--- src/rtl/bconv_engine.sv ---
// bconv_engine -- binary convolution engine.
//
// Reads a KxK binary kernel from the weight memory and an NxM binary image from
// the input SRAM. For every output row r (0..N-K) it evaluates output columns
// j = 0..M-K. Each output bit is a majority vote over the KxK window: it is 1
// when at least half of the (input XNOR weight) terms are 1. One result word is
// written per output row.
//
// Ports:
//   clk, reset              : clock, synchronous active-high reset
//   dut_run / dut_busy      : start request (sampled in IDLE) / job in progress
//   dut_sram_read_address   : input SRAM address (data returns one cycle later)
//   sram_dut_read_data      : input SRAM data
//   dut_wmem_read_address   : weight memory address (data returns one cycle later)
//   wmem_dut_read_data      : weight memory data
//   dut_sram_write_*        : output SRAM write port (one word per output row)
//   err_dims                : last job was rejected for illegal dimensions
module bconv_engine #(
    parameter int KMAX = 5,
    parameter int W    = 16,
    parameter int AW   = 12
) (
    input  logic          clk,
    input  logic          reset,
    input  logic          dut_run,
    output logic          dut_busy,
    output logic [AW-1:0] dut_sram_read_address,
    input  logic [W-1:0]  sram_dut_read_data,
    output logic [AW-1:0] dut_wmem_read_address,
    input  logic [W-1:0]  wmem_dut_read_data,
    output logic [AW-1:0] dut_sram_write_address,
    output logic [W-1:0]  dut_sram_write_data,
    output logic          dut_sram_write_enable,
    output logic          err_dims
);

    localparam int KW = 3;                              // holds any legal K (<= 7)
    localparam int MW = $clog2(KMAX*KMAX + 1) + 1;      // match counter width
    localparam int TW = MW + 1;                         // width for 2*match vs K*K
    localparam int CW = ((W > AW) ? W : AW) + 1;        // common width for dimension checks

    typedef enum logic [3:0] {
        IDLE, RD_K, RD_W, RD_DIM, CHECK, FILL, COL, WR, NEXT
    } state_t;

    state_t state_q, state_d;

    logic                     phase_q, phase_d;   // 0: address out, 1: data back
    logic [AW-1:0]            cnt_q, cnt_d;       // read index / output column
    logic [AW-1:0]            row_q, row_d;       // current output row r
    logic [AW-1:0]            n_q, n_d;
    logic [AW-1:0]            m_q, m_d;
    logic [W-1:0]             k_q, k_d;
    logic [KMAX-1:0][W-1:0]   rows_q, rows_d;     // [0] = newest row
    logic [KMAX-1:0][W-1:0]   wts_q, wts_d;       // [0] = last weight row read
    logic [W-1:0]             res_q, res_d;
    logic [AW-1:0]            raddr_q, raddr_d;
    logic [AW-1:0]            wmaddr_q, wmaddr_d;
    logic [AW-1:0]            waddr_q, waddr_d;
    logic [W-1:0]             wdata_q, wdata_d;
    logic                     we_q, we_d;
    logic                     err_q, err_d;

    logic [KW-1:0] k_s;
    logic [AW-1:0] k_aw;
    logic          illegal;
    logic          w_last;
    logic          last_row;
    logic [MW-1:0] match;
    logic          thr;
    logic [W-1:0]  col_bit;

    assign k_s  = k_q[KW-1:0];
    assign k_aw = AW'(k_s);

    assign illegal = (k_q == '0) || (CW'(k_q) > CW'(KMAX)) || (CW'(m_q) > CW'(W)) ||
                     (CW'(n_q) < CW'(k_q)) || (CW'(m_q) < CW'(k_q));

    // Weight rows are read until K rows are in (capped at KMAX so an illegal K
    // cannot run away); CHECK rejects the job afterwards if K was bad.
    assign w_last   = (CW'(cnt_q) + CW'(1) >= CW'(k_q)) || (cnt_q == AW'(KMAX-1));
    assign last_row = (row_q == n_q - k_aw);

    // Both buffers are shift registers filled in row order, so after K loads
    // kernel/window row i sits at index K-1-i in both; pairing index p with p
    // lines them up without any variable indexing.
    always_comb begin
        logic [W-1:0] win;
        match = '0;
        win   = '0;
        for (int p = 0; p < KMAX; p++) begin
            win = rows_q[p] >> cnt_q;
            for (int c = 0; c < KMAX; c++) begin
                if ((KW'(p) < k_s) && (KW'(c) < k_s) && (win[c] == wts_q[p][c]))
                    match = match + MW'(1);
            end
        end
        thr     = ({match, 1'b0} >= TW'(k_s) * TW'(k_s));
        col_bit = W'(thr) << cnt_q;
    end

    // State register
    always_ff @(posedge clk) begin
        if (reset) state_q <= IDLE;
        else       state_q <= state_d;
    end

    // Next-state logic
    always_comb begin
        state_d = state_q;
        case (state_q)
            IDLE:    if (dut_run) state_d = RD_K;
            RD_K:    if (phase_q) state_d = RD_W;
            RD_W:    if (phase_q && w_last) state_d = RD_DIM;
            RD_DIM:  if (phase_q && cnt_q[0]) state_d = CHECK;
            CHECK:   state_d = illegal ? IDLE : FILL;
            FILL:    if (phase_q && (cnt_q == k_aw - AW'(1))) state_d = COL;
            COL:     if (cnt_q == m_q - k_aw) state_d = WR;
            // Going straight to IDLE after the final write drops busy one
            // cycle after the write enable.
            WR:      state_d = last_row ? IDLE : NEXT;
            NEXT:    if (phase_q) state_d = COL;
            default: state_d = IDLE;
        endcase
    end

    // Datapath / output logic
    always_comb begin
        phase_d  = 1'b0;
        cnt_d    = cnt_q;
        row_d    = row_q;
        n_d      = n_q;
        m_d      = m_q;
        k_d      = k_q;
        rows_d   = rows_q;
        wts_d    = wts_q;
        res_d    = res_q;
        raddr_d  = raddr_q;
        wmaddr_d = wmaddr_q;
        waddr_d  = waddr_q;
        wdata_d  = wdata_q;
        we_d     = 1'b0;
        err_d    = err_q;
        case (state_q)
            IDLE: begin
                if (dut_run) begin
                    err_d    = 1'b0;
                    cnt_d    = '0;
                    row_d    = '0;
                    raddr_d  = '0;
                    wmaddr_d = '0;
                    waddr_d  = '0;
                end
            end
            RD_K: begin
                phase_d = ~phase_q;
                if (phase_q) begin
                    k_d      = wmem_dut_read_data;
                    wmaddr_d = AW'(1);
                    cnt_d    = '0;
                end
            end
            RD_W: begin
                phase_d = ~phase_q;
                if (phase_q) begin
                    wts_d[0] = wmem_dut_read_data;
                    for (int p = 1; p < KMAX; p++) wts_d[p] = wts_q[p-1];
                    if (w_last) begin
                        cnt_d = '0;
                    end else begin
                        cnt_d    = cnt_q + AW'(1);
                        wmaddr_d = wmaddr_q + AW'(1);
                    end
                end
            end
            RD_DIM: begin
                phase_d = ~phase_q;
                if (phase_q) begin
                    if (!cnt_q[0]) begin
                        n_d     = AW'(sram_dut_read_data);
                        cnt_d   = AW'(1);
                        raddr_d = AW'(1);
                    end else begin
                        m_d   = AW'(sram_dut_read_data);
                        cnt_d = '0;
                    end
                end
            end
            CHECK: begin
                if (illegal) begin
                    err_d = 1'b1;
                end else begin
                    raddr_d = AW'(2);
                    cnt_d   = '0;
                end
            end
            FILL: begin
                phase_d = ~phase_q;
                if (phase_q) begin
                    rows_d[0] = sram_dut_read_data;
                    for (int p = 1; p < KMAX; p++) rows_d[p] = rows_q[p-1];
                    if (cnt_q == k_aw - AW'(1)) begin
                        cnt_d = '0;
                        res_d = '0;
                    end else begin
                        cnt_d   = cnt_q + AW'(1);
                        raddr_d = raddr_q + AW'(1);
                    end
                end
            end
            COL: begin
                res_d = res_q | col_bit;
                if (cnt_q == m_q - k_aw) begin
                    we_d    = 1'b1;
                    wdata_d = res_q | col_bit;
                    waddr_d = row_q;
                    // Pre-address the next input row (r+K) for NEXT.
                    raddr_d = row_q + k_aw + AW'(2);
                end else begin
                    cnt_d = cnt_q + AW'(1);
                end
            end
            NEXT: begin
                phase_d = ~phase_q;
                if (phase_q) begin
                    rows_d[0] = sram_dut_read_data;
                    for (int p = 1; p < KMAX; p++) rows_d[p] = rows_q[p-1];
                    row_d = row_q + AW'(1);
                    cnt_d = '0;
                    res_d = '0;
                end
            end
            default: ;
        endcase
    end

    always_ff @(posedge clk) begin
        if (reset) begin
            phase_q  <= 1'b0;
            cnt_q    <= '0;
            row_q    <= '0;
            n_q      <= '0;
            m_q      <= '0;
            k_q      <= '0;
            rows_q   <= '0;
            wts_q    <= '0;
            res_q    <= '0;
            raddr_q  <= '0;
            wmaddr_q <= '0;
            waddr_q  <= '0;
            wdata_q  <= '0;
            we_q     <= 1'b0;
            err_q    <= 1'b0;
        end else begin
            phase_q  <= phase_d;
            cnt_q    <= cnt_d;
            row_q    <= row_d;
            n_q      <= n_d;
            m_q      <= m_d;
            k_q      <= k_d;
            rows_q   <= rows_d;
            wts_q    <= wts_d;
            res_q    <= res_d;
            raddr_q  <= raddr_d;
            wmaddr_q <= wmaddr_d;
            waddr_q  <= waddr_d;
            wdata_q  <= wdata_d;
            we_q     <= we_d;
            err_q    <= err_d;
        end
    end

    assign dut_busy               = (state_q != IDLE);
    assign dut_sram_read_address  = raddr_q;
    assign dut_wmem_read_address  = wmaddr_q;
    assign dut_sram_write_address = waddr_q;
    assign dut_sram_write_data    = wdata_q;
    assign dut_sram_write_enable  = we_q;
    assign err_dims               = err_q;

endmodule

--- config.mk ---
export PLATFORM = sky130hd
export DESIGN_NAME = bconv_engine
export DESIGN_NICKNAME = d
export VERILOG_FILES = /design/src/rtl/bconv_engine.sv
export SDC_FILE = /design/constraint.sdc
export NUM_CORES = 1
export LEC_CHECK = 0
export ABC_AREA = 1
export CAP_MARGIN = 20
export CORE_MARGIN = 2
export CORE_UTILIZATION = 56
export DETAILED_ROUTE_END_ITERATION = 10
export PLACE_DENSITY = 0.81
export SETUP_SLACK_MARGIN = 0.2
export SLEW_MARGIN = 10
export SYNTH_ARGS = -nofsm -noshare
export SYNTH_HDL_FRONTEND = slang
export SYNTH_SLANG_ARGS = --single-unit
export TNS_END_PERCENT = 50
--- constraint.sdc ---
create_clock -name clk -period 40.2 [get_ports clk]
set_input_delay 6.03 -clock clk [delete_from_list [all_inputs] [get_ports clk]]
set_output_delay 6.03 -clock clk [all_outputs]
set_load 0.03 [all_outputs]
; ---- Word level (Yosys, flattened, before mapping)
; Index checks and enable logic that the tools add are counted.
[op_classes]
add_sub_neg = 34
multipliers = 1
n_lt_le_gt_ge = 11
eq_ne = 55
shifts = 6
muxes = 69
bitwise_logic = 5
n_reduce_logical = 72
[ops]
columns = cell, n
row1 = $mux 12, 20
row2 = $add 6x1->6 const B, 24
row3 = $mux 6, 24
row4 = $pmux 12 s7, 1
row5 = $shr 16x12->5, 5
row6 = $pmux 12 s5, 1
row7 = $add 12x1->12 const B, 4
row8 = $mux 16, 3
row9 = $pmux 12 s2, 2
row10 = $pmux 16 s3, 1
row11 = $logic_and 1x1->1, 38
row12 = $eq 12x12->1, 3
row13 = $pmux 12 s3, 1
row14 = $pmux 4 s9, 1
row15 = $ne 2x2->1 const B, 17
row16 = $lt 12x16->1, 2
row17 = $mux 4, 8
row18 = $eq 1x1->1, 25
row19 = $sub 12x3->12, 2
row20 = $eq 4x3->1 const B, 4
row21 = $ge 13x16->1, 1
row22 = $gt 16x3->1 const B, 1
row23 = $logic_not 16->1, 1
row24 = $or 16x16->16, 1
row25 = 35 further kinds, 63
[totals]
register_bits = 244
input_bits = 35
output_inout_bits = 55
elab_cells = 277

; ---- Longest topological paths before layout
; Gate-level depths: netlist of run 1.
[depth]
ltp_word = 56
ltp_mapped = 108
mapped_depth_nobuf = 103

; ---- Worst setup path before layout of run 1
; No wires, ideal clock.
[synth_timing]
path_type = flip-flop to flip-flop
startpoint = register cnt_q[0]
endpoint = register wdata_q[11], in the netlist dut_sram_write_data[11]
setup_time_ns = 0.109
arrival_ns = 14.552
required_time_ns = 40.091
slack_ns = 25.539
path_stages_with_launch = 103
n_path_buf = 7
synth_period_minus_slack_ns = 14.661
cell_sequence = dfxtp_1 -> inv_2 -> clkbuf_1 -> buf_2 -> buf_1 -> clkbuf_1 -> clkbuf_1 -> clkbuf_1 -> clkbuf_1 -> nand2_1 -> a21oi_1 -> o21ai_0 -> nand2_1 -> nand4_1 -> o21ai_0 -> nor2_1 -> ha_1 -> inv_1 -> [... 67 more ...] -> inv_1 -> ha_1 -> nand2_1 -> xnor2_1 -> inv_1 -> ha_1 -> nand2_1 -> inv_1 -> nand2_1 -> nand2_1 -> nand2_1 -> nand4_4 -> nand2_4 -> nor2_4 -> nand3_1 -> nand3_1 -> nand2_1 -> inv_1
[synth_between]
elab_chain_cells = 55
word_cells_on_any_way = 109
classes_between = add/sub (24) / order compare (1) / eq/ne (26) / shift (6) / mux (25) / bitwise (1) / reduce/logical (26)
[synth_lines]
columns = item, line
row1 = "start, declared", 49  ; logic [AW-1:0] cnt_q, cnt_d;
row2 = "start signal, assigned", 256  ; cnt_q <= cnt_d;
row3 = $shr 16x12->5, 92  ; win = rows_q[p] >> cnt_q;
row4 = $eq 1x1->1, 94  ; if ((KW'(p) < k_s) && (KW'(c) < k_s) && (win[c] == wts_q[p][c]))
row5 = $logic_and 1x1->1, 94
row6 = $mux 1, 94
row7 = $add 6x1->6, 95  ; match = match + MW'(1);
row8 = $mux 6, 94
row9 = $add 6x1->6, 95
row10 = $mux 6, 94
row11 = [... 39 more ...], --
row12 = $mux 6, 94
row13 = $add 6x1->6, 95
row14 = $mux 6, 94
row15 = $add 6x1->6, 95
row16 = $mux 6, 94
row17 = $ge 7x6->1, 98  ; thr = ({match, 1'b0} >= TW'(k_s) * TW'(k_s));
row18 = $shl 1x12->16, 99  ; col_bit = W'(thr) << cnt_q;
row19 = $or 16x16->16, 215  ; wdata_d = res_q | col_bit;
row20 = "end signal, assigned", 267  ; wdata_q <= wdata_d;
row21 = "end, declared", 60  ; logic [W-1:0] wdata_q, wdata_d;
; Parallel ways exist; a longest one is shown, timed or not.
; A chain may end at the register's enable or synchronous reset.

; ---- Worst setup path after layout of run 1
[layout_timing]
startpoint = register cnt_q[8]
endpoint = register wdata_q[4], in the netlist dut_sram_write_data[4]
; Same word-level chain as after synthesis.

==> results of run 1 <==
==> flip-flops by register name, summed over array words and instances, names as in the netlist, 12 cells and up <==
name and cells:
rows_q 80, wts_q 25, dut_sram_write_data 16, k_q 16, res_q 16, cnt_q 12, dut_sram_read_address 12, dut_sram_write_address 12
dut_wmem_read_address 12, m_q 12, n_q 12, row_q 12
==> worst max-delay path: cells and delay by family (launching register included) <==
family                     cells  cell delay, ps
and+or+nand+nor               63            6000
AOI/OAI and AO/OA              5            1040
buffers and inverters          7            1010
adders and majority gates     24            6850
DFF                            1             400
==> worst max-delay path by stage <==
stage                                     start                                    to  slack [ps]  cells after the start
after global placement    cnt_q[8]$_SDFFE_PP0P_   dut_sram_write_data[6]$_SDFFE_PP0P_       25530                    100
final                     cnt_q[8]$_SDFFE_PP0P_   dut_sram_write_data[4]$_SDFFE_PP0P_       24760                     99
after detailed placement  cnt_q[8]$_SDFFE_PP0P_  dut_sram_write_data[14]$_SDFFE_PP0P_       24970                    100
after floorplan           cnt_q[0]$_SDFFE_PP0P_  dut_sram_write_data[11]$_SDFFE_PP0P_       25540                    102
after global routing      cnt_q[8]$_SDFFE_PP0P_  dut_sram_write_data[11]$_SDFFE_PP0P_       23440                     99
after CTS                 cnt_q[8]$_SDFFE_PP0P_   dut_sram_write_data[4]$_SDFFE_PP0P_       24840                     99
==> Yosys cell counts (26+ instances only) <==
| library cell | number |
|---|---|
| inv_1 | 395 |
| clkbuf_1 | 86 |
| nor3_1 | 26 |
| a21oi_1 | 221 |
| nor2_1 | 278 |
| nand2_1 | 631 |
| nand3_1 | 288 |
| o21ai_0 | 277 |
| ha_1 | 83 |
| nand4_1 | 32 |
| nand2_2 | 65 |
| xor2_1 | 47 |
| dfxtp_1 | 244 |
| nand3_2 | 59 |
==> metrics by stage <==
step | util | worst slack (ps) | hold slack (ps) | std cells | cell area (um^2)
floorplan | - | 25540 | 428.0 | 2989 | 18740
global placement | 0.6053 | 25530 | 440.0 | 3420 | 19800
detailed placement | 0.6053 | 24970 | 449.0 | 3420 | 19800
CTS | 0.6304 | 24840 | 458.0 | 3466 | 20610
global route | 0.6304 | 23440 | 477.5 | 3467 | 20620
finish | 0.6304 | 24760 | 452.8 | 3467 | 20620
==> cells by family (layout without fill, tap and decap cells) <==
kind of cell               count (synthesis)  after routing
buffers and inverters                    535            570
DFF                                      244            244
muxes                                      1              1
and+or+nand+nor                         1445           1445
other                                      0              1
AOI/OAI and AO/OA                        617            617
xor gates and xnor gates                  61             61
adders and majority gates                 86             86
==> power by group <==
part	total, uW	internal (uW)	switching (uW)
Sequential	278	259	19.0
Clock	239	135	104
Combinational	438	149	290
==> layer usage <==
metal / part of all wire / vias up
li1: - / 9874
met4: 0.026 / 0
met5: 0 / -
met1: 0.44 / 9049
met3: 0.096 / 105
met2: 0.44 / 859
==> area by class of cell <==
class                      count  area, um^2  share of cell area
inverter                     412        1549             0.07514
tap                          442       553.0             0.02683
timing repair buffer         112        1059             0.05134
sequential                   244        4886              0.2370
multi-input combinational   2210       11750              0.5699
antenna                        1       2.502           0.0001214
clock inverter                 8       71.32            0.003459
clock buffer                  38       747.0             0.03623
==> metrics.cfg, run 1 <==
[yosys]
syn_area_per_cell_um2 = 6.269
synthFlopType = dfxtp_1
synth-simple-area-share = 0.3583
synthAdderAreaFrac = 0.05863
synth_area_leaders = dfxtp_1 26%, nand2_1 13%, inv_1 7.9%, nand3_1 7.7%, o21ai_0 7.4%
ys_warn_count = 0
synth_top_area_frac = 0.2607
async_flop_share = 0
synth_seq_area_share = 0.2607
synth-compound-area-share = 0.1800
synth_nets = 3110
ys_ff_latch = 244
syn_area_mm2 = 0.01874
synth_mux_area_frac = 0.0005342
yosys.area.top_type = dfxtp_1
synth_edf_count = 0
synth_cells = 2989
synth_top_family_by_area = simple AND/OR/NAND/NOR gates
synth-xor-area-share = 0.02851
ys_types = 66

[clocking]
cts_hold_buffers = 0
numCtsBuffers = 27
cts.clk_slew.worst_paths_ps = 60
clk_path_buf_depth = 3
ctsResizeCount = 0
cts_tree = yes
post-cts-setup-buffers = 0
clock_latency_ps = 550
cts_htree_levels = 1
cts_sinks = 244
ctsRootBufferMaster = clkbuf_16

[critical_path]
cp_common_cell = nand2_1
critPathSlowestCell = buf_4
r2r-start = cnt_q[8]$_SDFFE_PP0P_
reg2reg_depth = 99
cp-start-kind = register
crit_type = register to register
crit_required_ps = 40650
endpoint_kind = register
path_max_fanout = 78
reg2reg_to = dut_sram_write_data[4]$_SDFFE_PP0P_
reg2reg_slack_ps = 24760
crit_path_max_incr_delay_ps = 650
arrival_ps = 15890

[run_status]
status = complete, no violations

[global_routing]
use_met1 = 0.4535
met3_usage = 0.05535
grt_start_max_net_pins = 103
grt_overflow = 0
grt.total_usage = 0.3194
grt_pass1_wl_um = 92520
busiest_layer = met2
antenna_found_initial = 1
met2_usage = 0.4961
grt_pass1_vias = 18112

[detailed_routing]
ant_nets = 0
wirelength_um = 57590
drcViolationCount = 0
wl_per_cell_um = 16.61
vias = 19887
dr.pass1.iters = 8
drtIter0Drc = 1974
avgViaCountPerCell = 5.736

[finish]
final_layout_size_suffix_gt1_frac = 0.08234
layout_commonest_cell = nand2_1
final_nets = 3128
layout_common_cells = 631 x nand2_1, 394 x inv_1, 288 x nand3_1
nFillCells = 3110
syn_to_final_growth_pct = 10.03

[die]
start_util = 0.5730
die_w_um = 186.9
die_y_um = 186.9
rows = 66
die_area_mm2 = 0.03494
num_io_pins = 90
core_mm2 = 0.03270

[power]
leakage_uw = 0.009347
peakVddDrop_mv = 0.04563
finalPower_uw = 955.0
power.density_mw_per_mm2 = 46.32

[placed_design]
routabilityCongestion = 0.9731
dp_hpwl_um = 42560
io_buffers = 89

[sta]
hold_viol = 0
finClkSkew_ps = 17.33
tns_ps = 0
slew_violations = 0
fin_crit_sh = 0.3841
final-setup-viol-count = 0
max_freq_mhz = 64.77
rsz0062_at_grt = no
fin_crit_ps = 15440
worstMarginPinSlew_ps = 987.6
worst_slew_margin_rel = 0.3416

[worst_hold_path]
min_to = rows_q[68]$_SDFFE_PP0P_
min_path_type = register to register
min_from = rows_q[68]$_SDFFE_PP0P_
holdPathStages = 2

[job]
maxCapViolCount = 0

Power figures use the tool's default switching activity.
==> run 2: changes to the inputs <==
==> constraint.sdc (replaced) <==
create_clock -name clk -period 15.8 [get_ports clk]
set_input_delay 2.37 -clock clk [delete_from_list [all_inputs] [get_ports clk]]
set_output_delay 2.37 -clock clk [all_outputs]
set_load 0.03 [all_outputs]
==> metrics.cfg, run 2 (synthesized netlist as in run 1, its figures left out) <==
[clocking]
clk_path_buf_depth = 3
ctsRootBufferMaster = clkbuf_16
clock_latency_ps = 580
numCtsBuffers = 28
cts_htree_levels = 1
cts.clk_slew.worst_paths_ps = 60
cts_tree = yes
cts_sinks = 244

[global_routing]
met3_usage = 0.04803
grt_pass1_vias = 17944
grt_overflow = 0
use_met1 = 0.4605
grt_start_max_net_pins = 98
grt.total_usage = 0.3177
grt_pass1_wl_um = 92440
busiest_layer = met2
met2_usage = 0.4924
antenna_found_initial = 0

[sta]
worstMarginPinSlew_ps = 960.6
max_freq_mhz = 68.93
tns_ps = 0
whs_ps = 461.4
worst_slew_margin_rel = 0.3596
fin_crit_sh = 0.9181
finClkSkew_ps = 41.81
rsz0062_at_grt = no
fin_crit_ps = 14510
slew_violations = 0
hold_viol = 0
final-setup-viol-count = 0

[worst_hold_path]
min_from = err_dims$_SDFFE_PP0P_
min_path_type = register to register
min_to = err_dims$_SDFFE_PP0P_
holdPathStages = 2

[die]
die_area_mm2 = 0.03494
core_mm2 = 0.03270
die_y_um = 186.9
num_io_pins = 90
die_w_um = 186.9
rows = 66
start_util = 0.5730

[detailed_routing]
drtIter0Drc = 2264
ant_nets = 0
vias = 20088
drcViolationCount = 0
dr.pass1.iters = 6
avgViaCountPerCell = 5.764
wirelength_um = 58630
wl_per_cell_um = 16.82

[placed_design]
dp_hpwl_um = 43100
io_buffers = 89
routabilityCongestion = 0.9810
place_inst = 3421

[critical_path]
critPathSlowestCell = inv_2
cp-start-kind = register
crit_required_ps = 16280
arrival_ps = 14980
crit_path_max_incr_delay_ps = 410
cp_common_cell = nand2_1
endpoint_kind = register
reg2reg_depth = 97
reg2reg_slack_ps = 1290
path_max_fanout = 64
r2r-start = cnt_q[0]$_SDFFE_PP0P_
crit_type = register to register
reg2reg_to = dut_sram_write_data[4]$_SDFFE_PP0P_

[finish]
syn_to_final_growth_pct = 11.36
final_layout_size_suffix_gt1_frac = 0.09106
final_core_util = 0.6380
largest_reg_flops = 80
layout_common_cells = 631 x nand2_1, 392 x inv_1, 288 x nand3_1
top_register = rows_q
layout_commonest_cell = nand2_1
largestRegisters = rows_q (80), wts_q (25)
final_cells = 3485
final_nets = 3142

[job]
maxCapViolCount = 0

[power]
leakage_uw = 0.009467
power.density_mw_per_mm2 = 118.6
peakVddDrop_mv = 0.08757
finalPower_uw = 2475

[run_status]
status = complete, no violations

## run 2: area by class of cell
cell class                      instances  area, um^2
Inverter                              412        1558
Sequential cell                       244        4891
Fill cell                            3103       11840
Tap cell                              442       553.0
Multi-Input combinational cell       2213       11810
Timing Repair Buffer                  122        1145
Clock buffer                           42       833.3
Clock inverter                          9       70.07
Antenna cell                            1       2.502
## run 2: timing repair
item / 4_1_cts / 5_1_grt
setup buffers: 0 / 9
setup endpoints to repair: 0 / 32
hold buffers: 0 / 0
gates resized for setup: 0 / 20
## run 2: worst max path at each step
stage / startpoint / endpoint / slack [ps] / depth (start not counted)
2_1_floorplan: cnt_q[0]$_SDFFE_PP0P_ / dut_sram_write_data[11]$_SDFFE_PP0P_ / 1140 / 102
3_3_place_gp: cnt_q[8]$_SDFFE_PP0P_ / dut_sram_write_data[6]$_SDFFE_PP0P_ / 1410 / 99
3_5_place_dp: cnt_q[8]$_SDFFE_PP0P_ / dut_sram_write_data[10]$_SDFFE_PP0P_ / 940 / 99
4_1_cts: cnt_q[8]$_SDFFE_PP0P_ / dut_sram_write_data[10]$_SDFFE_PP0P_ / 920 / 99
5_1_grt: cnt_q[0]$_SDFFE_PP0P_ / dut_sram_write_data[12]$_SDFFE_PP0P_ / 190 / 97
6_report: cnt_q[0]$_SDFFE_PP0P_ / dut_sram_write_data[4]$_SDFFE_PP0P_ / 1290 / 97
## run 2: power by group
part	internal [uW]	total, uW	switching (uW)
combinational	385	1130	742
clock	365	638	273
sequential	660	709	49.6
total	1410	2470	1070
## run 2: metal layers
| metal | share of wire | routed length [um] |
|---|---|---|
| met1 | 0.45 | 26520 |
| met2 | 0.43 | 25080 |
| met3 | 0.091 | 5344 |
| met4 | 0.029 | 1683 |
| met5 | 0 | 0 |
## run 2: worst max-delay path: cells and delay by family (launching register included)
kind | cells | cell delay, ps
and+or+nand+nor | 59 | 5620
AOI/OAI and AO/OA | 3 | 320
buffers and inverters | 10 | 1230
DFF | 1 | 330
xor gates and xnor gates | 1 | 120
adders and majority gates | 24 | 6710
## run 2: per-stage QoR
stage | area, um^2 | worst slack [ps]
floorplan | 18740 | 1139
global placement | 19800 | 1415
detailed placement | 19800 | 942.9
CTS | 20710 | 921.9
global route | 20860 | 185.7
finish | 20870 | 1293
